[src/rtl/rf_pkg.sv]
// rf_pkg: register-file widths, address/data types and a wrap-around index helper.
package rf_pkg;
   localparam int XLEN = 64;
   localparam int AW = 5;
   localparam int NUM_REGS = 32;
   typedef logic [AW-1:0] reg_addr_t;
   typedef logic [XLEN-1:0] xlen_t;
   function automatic int wrap_inc(input int i, input int n);
      return (i == n - 1) ? 0 : i + 1;
   endfunction
endpackage

[src/rtl/rr_arbiter.sv]
// rr_arbiter: combinational round-robin pick, searching req upward from ptr with wrap.
module rr_arbiter #(
   parameter int N = 3,
   parameter int IW = $clog2(N)
) (
   input  logic [N-1:0]  req,
   input  logic [IW-1:0] ptr,
   output logic [N-1:0]  grant,
   output logic [IW-1:0] idx
);
   int j;
   // Walk from farthest to nearest so the candidate closest to ptr is written last and wins.
   always_comb begin
      grant = '0;
      idx = '0;
      j = 0;
      for (int k = N - 1; k >= 0; k--) begin
         j = (int'(ptr) + k) % N;
         if (req[j]) begin
            grant = '0;
            grant[j] = 1'b1;
            idx = IW'(j);
         end
      end
   end
endmodule

[src/rtl/regfile_wb_arbiter.sv]
// regfile_wb_arbiter: round-robin writeback port sharing, registered RF write stage and RAW scoreboard.
// Optional per-requester grant counters on output grant_cnt when RF_WB_ARB_STATS_EN is defined.
module regfile_wb_arbiter #(
   parameter int NUM_REQ = 3,
   parameter int XLEN = rf_pkg::XLEN,
   parameter int AW = rf_pkg::AW
) (
   input  logic                    clk,
   input  logic                    reset,
   input  logic [NUM_REQ-1:0]      req_valid,
   input  logic [NUM_REQ*AW-1:0]   req_rd,
   input  logic [NUM_REQ*XLEN-1:0] req_data,
   output logic [NUM_REQ-1:0]      req_ready,
   input  logic                    alloc_valid,
   input  logic [AW-1:0]           alloc_rd,
   input  logic                    flush,
   output logic [31:0]             pending,
   output logic                    wr_en,
   output logic [AW-1:0]           wr_addr,
   output logic [XLEN-1:0]         wr_data
`ifdef RF_WB_ARB_STATS_EN
   ,
   output logic [NUM_REQ*32-1:0]   grant_cnt
`endif
);
   import rf_pkg::*;
   localparam int IW = $clog2(NUM_REQ);
   logic [NUM_REQ-1:0] grant;
   logic [IW-1:0] g_idx, rr_ptr_q, rr_ptr_d;
   logic hs, wr_en_q, wr_en_d;
   logic [AW-1:0] g_rd, wr_addr_q, wr_addr_d;
   logic [XLEN-1:0] g_data, wr_data_q, wr_data_d;
   logic [NUM_REGS-1:0] pending_q, pending_d;

   rr_arbiter #(.N(NUM_REQ)) u_arb (
      .req   (req_valid),
      .ptr   (rr_ptr_q),
      .grant (grant),
      .idx   (g_idx)
   );

   assign req_ready = grant;
   assign wr_en = wr_en_q;
   assign wr_addr = wr_addr_q;
   assign wr_data = wr_data_q;
   assign pending = pending_q;

   // Commit-clear first, then newer allocation wins, then flush wipes everything.
   always_comb begin
      hs = |grant;
      g_rd = req_rd[g_idx*AW +: AW];
      g_data = req_data[g_idx*XLEN +: XLEN];
      rr_ptr_d = hs ? IW'(wrap_inc(int'(g_idx), NUM_REQ)) : rr_ptr_q;
      wr_en_d = hs && (g_rd != '0);
      wr_addr_d = hs ? g_rd : wr_addr_q;
      wr_data_d = hs ? g_data : wr_data_q;
      pending_d = pending_q;
      if (wr_en_q && wr_addr_q != '0) pending_d[wr_addr_q] = 1'b0;
      if (alloc_valid && alloc_rd != '0) pending_d[alloc_rd] = 1'b1;
      if (flush) pending_d = '0;
      pending_d[0] = 1'b0;
   end

   always_ff @(posedge clk or posedge reset) begin
      if (reset) begin
         rr_ptr_q <= '0;
         wr_en_q <= 1'b0;
         wr_addr_q <= '0;
         wr_data_q <= '0;
         pending_q <= '0;
      end else begin
         rr_ptr_q <= rr_ptr_d;
         wr_en_q <= wr_en_d;
         wr_addr_q <= wr_addr_d;
         wr_data_q <= wr_data_d;
         pending_q <= pending_d;
      end
   end

`ifdef RF_WB_ARB_STATS_EN
   logic [NUM_REQ*32-1:0] grant_cnt_q, grant_cnt_d;
   assign grant_cnt = grant_cnt_q;
   always_comb begin
      for (int i = 0; i < NUM_REQ; i++)
         grant_cnt_d[i*32 +: 32] = grant_cnt_q[i*32 +: 32] + 32'(grant[i]);
   end
   always_ff @(posedge clk or posedge reset) begin
      if (reset) grant_cnt_q <= '0;
      else grant_cnt_q <= grant_cnt_d;
   end
`endif
endmodule

[config.mk]
export PLATFORM = sky130hd
export DESIGN_NAME = regfile_wb_arbiter
export DESIGN_NICKNAME = d
export VERILOG_FILES = /design/src/rtl/rf_pkg.sv /design/src/rtl/rr_arbiter.sv /design/src/rtl/regfile_wb_arbiter.sv
export SDC_FILE = /design/constraint.sdc
export NUM_CORES = 1
export LEC_CHECK = 0
export CAP_MARGIN = 10
export CORE_ASPECT_RATIO = 1.5
export CORE_MARGIN = 4
export CORE_UTILIZATION = 34
export CTS_CLUSTER_DIAMETER = 120
export DETAILED_ROUTE_END_ITERATION = 8
export PLACE_DENSITY = 0.72
export SLEW_MARGIN = 10
export SYNTH_ARGS = -nofsm -noshare
export SYNTH_HDL_FRONTEND = slang
export SYNTH_SLANG_ARGS = --single-unit
[constraint.sdc]
create_clock -name clk -period 4.2 [get_ports clk]
set_input_delay 0.42 -clock clk [delete_from_list [all_inputs] [get_ports clk]]
set_output_delay 0.42 -clock clk [all_outputs]
set_load 0.1 [all_outputs]
# == Yosys cells after proc, flatten, opt, wreduce, memory -nomap -nowiden ==
# Cells that the tools add are included.
# totals
register_bits,103
in_bits,219
output_inout_bits,105
word_cells,69
# op_classes
addsub,3
mul,1
n_div,3
order_cmp,10
eq_ne,1
shift,2
mux,29
bitwise,3
reduce_logical,12
# op_table
operator,count
192-bit by 9-bit variable part select with 64-bit output,1
32-bit by 1-bit >= comparator with 1-bit output (second input constant),3
32-bit by 4-bit < comparator with 1-bit output (second input constant),3
32-bit 2-to-1 mux,3
32-bit by 3-bit remainder unit with 32-bit output (second input constant),2
32-bit bitwise AND,1
3-bit by 3-bit remainder unit with 32-bit output (second input constant),1
32-bit NOT,1
32-bit OR,1
5-bit nonzero test,3
15-bit by 6-bit variable part select with 5-bit output,1
5-bit by 6-bit < comparator with 1-bit output (second input constant),2
1-bit 2-to-1 mux,11
1-bit demux with 5-bit select,2
5-bit by 1-bit >= comparator with 1-bit output (second input constant),2
3-bit 2-to-1 mux,3
1-bit logical AND,8
2-bit 2-to-1 mux,4
1-bit binary-select mux with 2-bit select,3
1-bit demux with 2-bit select,3
2-bit by 3-bit multiplier with 5-bit output (second input constant),1
2-bit by 1-bit adder with 3-bit output (second input constant),1
2-bit by 2-bit adder with 3-bit output (second input constant),1
3-bit OR reduction,1
other kinds (2),2

# == Longest topological paths before layout ==
# depth
ltp_word,12
depth_mapped,12

# == Cells and area by module ==
# A second synthesis with hierarchy kept.
# hier_totals
cells_unflattened,668
hier_area_um2,5739.3
# modules_own_cells
module,instances,cells_each,area_each_um2
regfile_wb_arbiter,1,626,5451.5
rr_arbiter,1,42,287.8

# == Worst setup path before layout ==
# No wires, ideal clock.
# synth_path
path_type,register to register
startpoint,reg rr_ptr_q[0]
endpoint,reg wr_data_q[21] (netlist: wr_data[21])
arrival_time_ns,3.689
required_ns,4.072
path_slack_ns,0.383
stages_incl_launch_ff,11
path_buffers,2
path_cell_list,dfrtp_1 inv_1 ha_1 buf_2 nand3b_1 o21a_1 o211ai_1 a22oi_1 nor3_4 buf_6 mux2_1
# synth_between
elab_chain_cells,10
elab_cells_between_ends,37
cone_classes,add/sub: 2; div: 3; order compare: 6; shift: 1; mux: 21; reduce/logical: 4
# synth_rtl
item,line,source
start: declaration,regfile_wb_arbiter.sv:29,"logic [IW-1:0] g_idx, rr_ptr_q, rr_ptr_d;"
start signal: assignment,regfile_wb_arbiter.sv:72,rr_ptr_q <= rr_ptr_d;
2-bit by 2-bit adder with 3-bit output,rr_arbiter.sv:18,j = (int'(ptr) + k) % N;
32-bit by 3-bit remainder unit with 32-bit output,rr_arbiter.sv:18,
32-bit by 1-bit >= comparator with 1-bit output (not written as such) or 32-bit by 4-bit < comparator with 1-bit output (tied branches),rr_arbiter.sv:21,grant[j] = 1'b1;
1-bit logical AND (not written as such),rr_arbiter.sv:21,
1-bit 2-to-1 mux (not written as such),rr_arbiter.sv:21,
1-bit demux with 2-bit select,n/a,
3-bit 2-to-1 mux (2 in a row),rr_arbiter.sv:19,if (req[j]) begin
3-bit 2-to-1 mux (*),rr_arbiter.sv:19,
via req_ready[0],regfile_wb_arbiter.sv:13,"output logic [NUM_REQ-1:0] req_ready,"
3-bit OR reduction (*),regfile_wb_arbiter.sv:50,hs = |grant;
end signal: assignment,regfile_wb_arbiter.sv:75,wr_data_q <= wr_data_d;
end: declaration,regfile_wb_arbiter.sv:32,"logic [XLEN-1:0] g_data, wr_data_q, wr_data_d;"
# Mark *: on every way through the listed nets, which the timed path passes. The rest lies on a longest branch. The select of a mux whose other input is x is not followed.
# A chain may end at the register's enable or synchronous reset.

# == Worst setup path in the final report ==
# layout_path
startpoint,reg rr_ptr_q[0]
endpoint,reg wr_data_q[24] (netlist: wr_data[24])
# layout_between
elab_chain_cells,10
elab_cells_between_ends,37
cone_classes,add/sub: 2; div: 3; order compare: 6; shift: 1; mux: 21; reduce/logical: 4
# layout_rtl
item,line
2-bit by 2-bit adder with 3-bit output,rr_arbiter.sv:18
32-bit by 3-bit remainder unit with 32-bit output,rr_arbiter.sv:18
32-bit by 1-bit >= comparator with 1-bit output (not written as such) or 32-bit by 4-bit < comparator with 1-bit output (tied branches),rr_arbiter.sv:21
1-bit logical AND (not written as such),rr_arbiter.sv:21
1-bit 2-to-1 mux (not written as such),rr_arbiter.sv:21
1-bit demux with 2-bit select,n/a
3-bit 2-to-1 mux (3 in a row),rr_arbiter.sv:19
3-bit OR reduction,regfile_wb_arbiter.sv:50
# Several ways; a longest one is shown, not always the timed one. The select of a mux whose other input is x is not followed.

==> flow_summary.yaml <==
global_route:
  grtUsageTotal_pct: 20.48
  grt_pass1_vias: 5564
  antenna_found_initial: 3
  grt_max_degree: 70
  grt-ovfl-total: 0
  grt_pass1_wl_um: 31240
clock_network:
  cts_tree: "built"
  ctsHoldBuffers: 0
  cts.clk_slew.worst_paths_ns: 0.06
  cts_root_buffer: "clkbuf_16"
  clock_latency_ns: 0.34
  post-cts-setup-buffers: 0
  cts_buffers: 9
  cts_resized: 0
  clockBufferDepth: 2
  htreeDepth: 3
  cts.sinks: 103
routing:
  vias: 5667
  ant_nets: 0
  drt-total-wl_um: 21350
  dr.pass1.iters: 4
  wl_per_cell_um: 19.04
  drc: 0
  drt_iter0_drc: 234
  vias_per_cell: 5.055
yosys:
  synth_cells: 602
  synth_fp_nets: 825
  yosys_register_bits: 103
  synth.area.top_cells: "dfrtp_1 43%, mux2i_1 13%, mux2_2 11%, a21oi_1 8.5%, nor2_1 4.6%"
  synth_cell_types: 43
  syn_avg_cell_area_um2: 9.875
  yosysTopAreaCell: "dfrtp_1"
  yosysSeqAreaShare_pct: 43.36
  synth_top_area_share_pct: 43.36
  synthFlopType: "dfrtp_1"
  yosys_warnings: 0
  synth_edf_count: 0
  syn-cell-area_um2: 5944
  synthArstFlopShare_pct: 100.0
critical_path:
  cp-end-kind: "flip-flop"
  path_class: "reg -> reg"
  reg2reg_depth: 9
  cp_slowest_cell: "a311oi_4"
  cp_max_fo: 33
  worstSetupStartpointType: "flip-flop"
  r2r_start: "rr_ptr_q[0]"
  cpPeakStageDelay_ns: 0.79
  worstPathRequired_ns: 4.41
  crit_chain: "inv_1, ha_1, and3b_1, nand2_1, a311oi_4, buf_12, mux2i_1, a21oi_1, mux2_1"
  crit_family: "compound AO/OA/AOI/OAI gates"
  r2r-end: "wr_data[24]"
  arrival_ns: 3.39
  cp_num_buf_inv: 2
  reg2reg_setup_slack_ns: 1.02
placed_design:
  place_area_um2: 9318
  place.detailed.hpwl_um: 16800
  io_buffers: 322
  gp_congestion: 0.9534
timing:
  slew_headroom_pct: 22.99
  report.final.slew_viol_count: 0
  rsz0062_at_grt: "no"
  finalCritPeriodShare_pct: 75.60
  fin_setup_tns_ns: 0
  fin_crit_ns: 3.175
  hold_viol_final: 0
  worstMarginPinSlew_ns: 1.151
  fmax_mhz: 314.9
  setup_viol: 0
  clock_skew_ns: 0.01408
die:
  core_area_um2: 17270
  initial_core_util_pct: 34.41
  design.portCount: 324
  rows: 59
  die_h_um: 169.9
  dieWidth_um: 116.0
  die_area_um2: 19710
layout:
  drive_above_1_share_pct: 9.923
  design_area_um2: 9620
  layout_commonest_cell: "clkdlybuf4s50_1"
  syn2layout_area_growth_pct: 61.84
  final_cell_mix: "319 x clkdlybuf4s50_1, 103 x dfrtp_1, 101 x a21oi_1, 76 x mux2i_1, 73 x nor2_1"
  finalNetCount: 1125
hold_path:
  hp-start: "wr_data[21]"
  worstHoldPathType: "reg -> reg"
  whs_path_depth: 1
  holdPathEnd: "wr_data[21]"
status:
  status: "completed"
flow_run:
  maxCapViolCount: 0
-- worst max path at each step --
stage	start	to	depth (start not counted)	slack, ns
after floorplan	rr_ptr_q[0]	wr_data[21]	10	0.38
after global placement	req_valid[2]	wr_data[52]	8	0.98
after detailed placement	req_valid[2]	wr_data[52]	8	0.92
after CTS	rr_ptr_q[0]	wr_data[52]	9	0.99
after global routing	rr_ptr_q[0]	wr_data[24]	9	0.81
final	rr_ptr_q[0]	wr_data[24]	9	1.02
-- routing by layer --
metal	vias to the layer above	wire length, um	global-route usage (%)
met4	4	452	5.452
met3	40	1959	6.119
met5	-	28	0
met1	2659	7528	22.42
met2	233	11380	37.89
li1	2731	-	-
-- cell type report --
cell class	count	area (um2)
Tap cell	213	266.5
Clock buffer	9	225.2
Multi-Input combinational cell	450	3112
Sequential cell	103	2577
Fill cell	1593	7654
Clock inverter	7	75.07
Timing Repair Buffer	331	3333
Inverter	7	28.78
Antenna cell	1	2.502
-- sequential cells by signal, indices dropped and copies added (netlist names) --
name and cells:
wr_en 1, wr_data 64, wr_addr 5, rr_ptr_q 2, pending 31
-- cell families after synthesis --
| logic type | Yosys count | share of synthesized area (%) |
|---|---|---|
| simple gates | 151 | 11.81 |
| compound gates | 148 | 13.16 |
| buf+inv | 49 | 4.715 |
| other cells | 1 | 0.06308 |
| fa+ha+maj | 4 | 0.8420 |
| flops | 103 | 43.36 |
| mux | 146 | 26.06 |
-- synth_stat cells (all sizes together) (7+ instances only) --
master / n
mux2i: 76
inv: 7
o21ai: 35
dfrtp: 103
nand3: 9
a21oi: 101
nor2: 73
buf: 24
nor2b: 7
nand2: 34
clkbuf: 18
mux2: 70
-- per-stage QoR --
stage | setup WS (ns) | std cells | utilization, % | hold slack (ns)
final | 1.025 | 1121 | 55.69 | 0.4886
after global routing | 0.8111 | 1120 | 55.68 | 0.5074
after CTS | 0.9859 | 1120 | 55.68 | 0.4962
after detailed placement | 0.9178 | 1104 | 53.94 | 0.4809
after global placement | 0.9753 | 1104 | 53.94 | 0.4732
after floorplan | 0.3827 | 602 | - | 0.4831
Power is left out: the tool's default activity adds up to more than one toggle a clock period on the data nets, which glitch-free logic cannot reach.
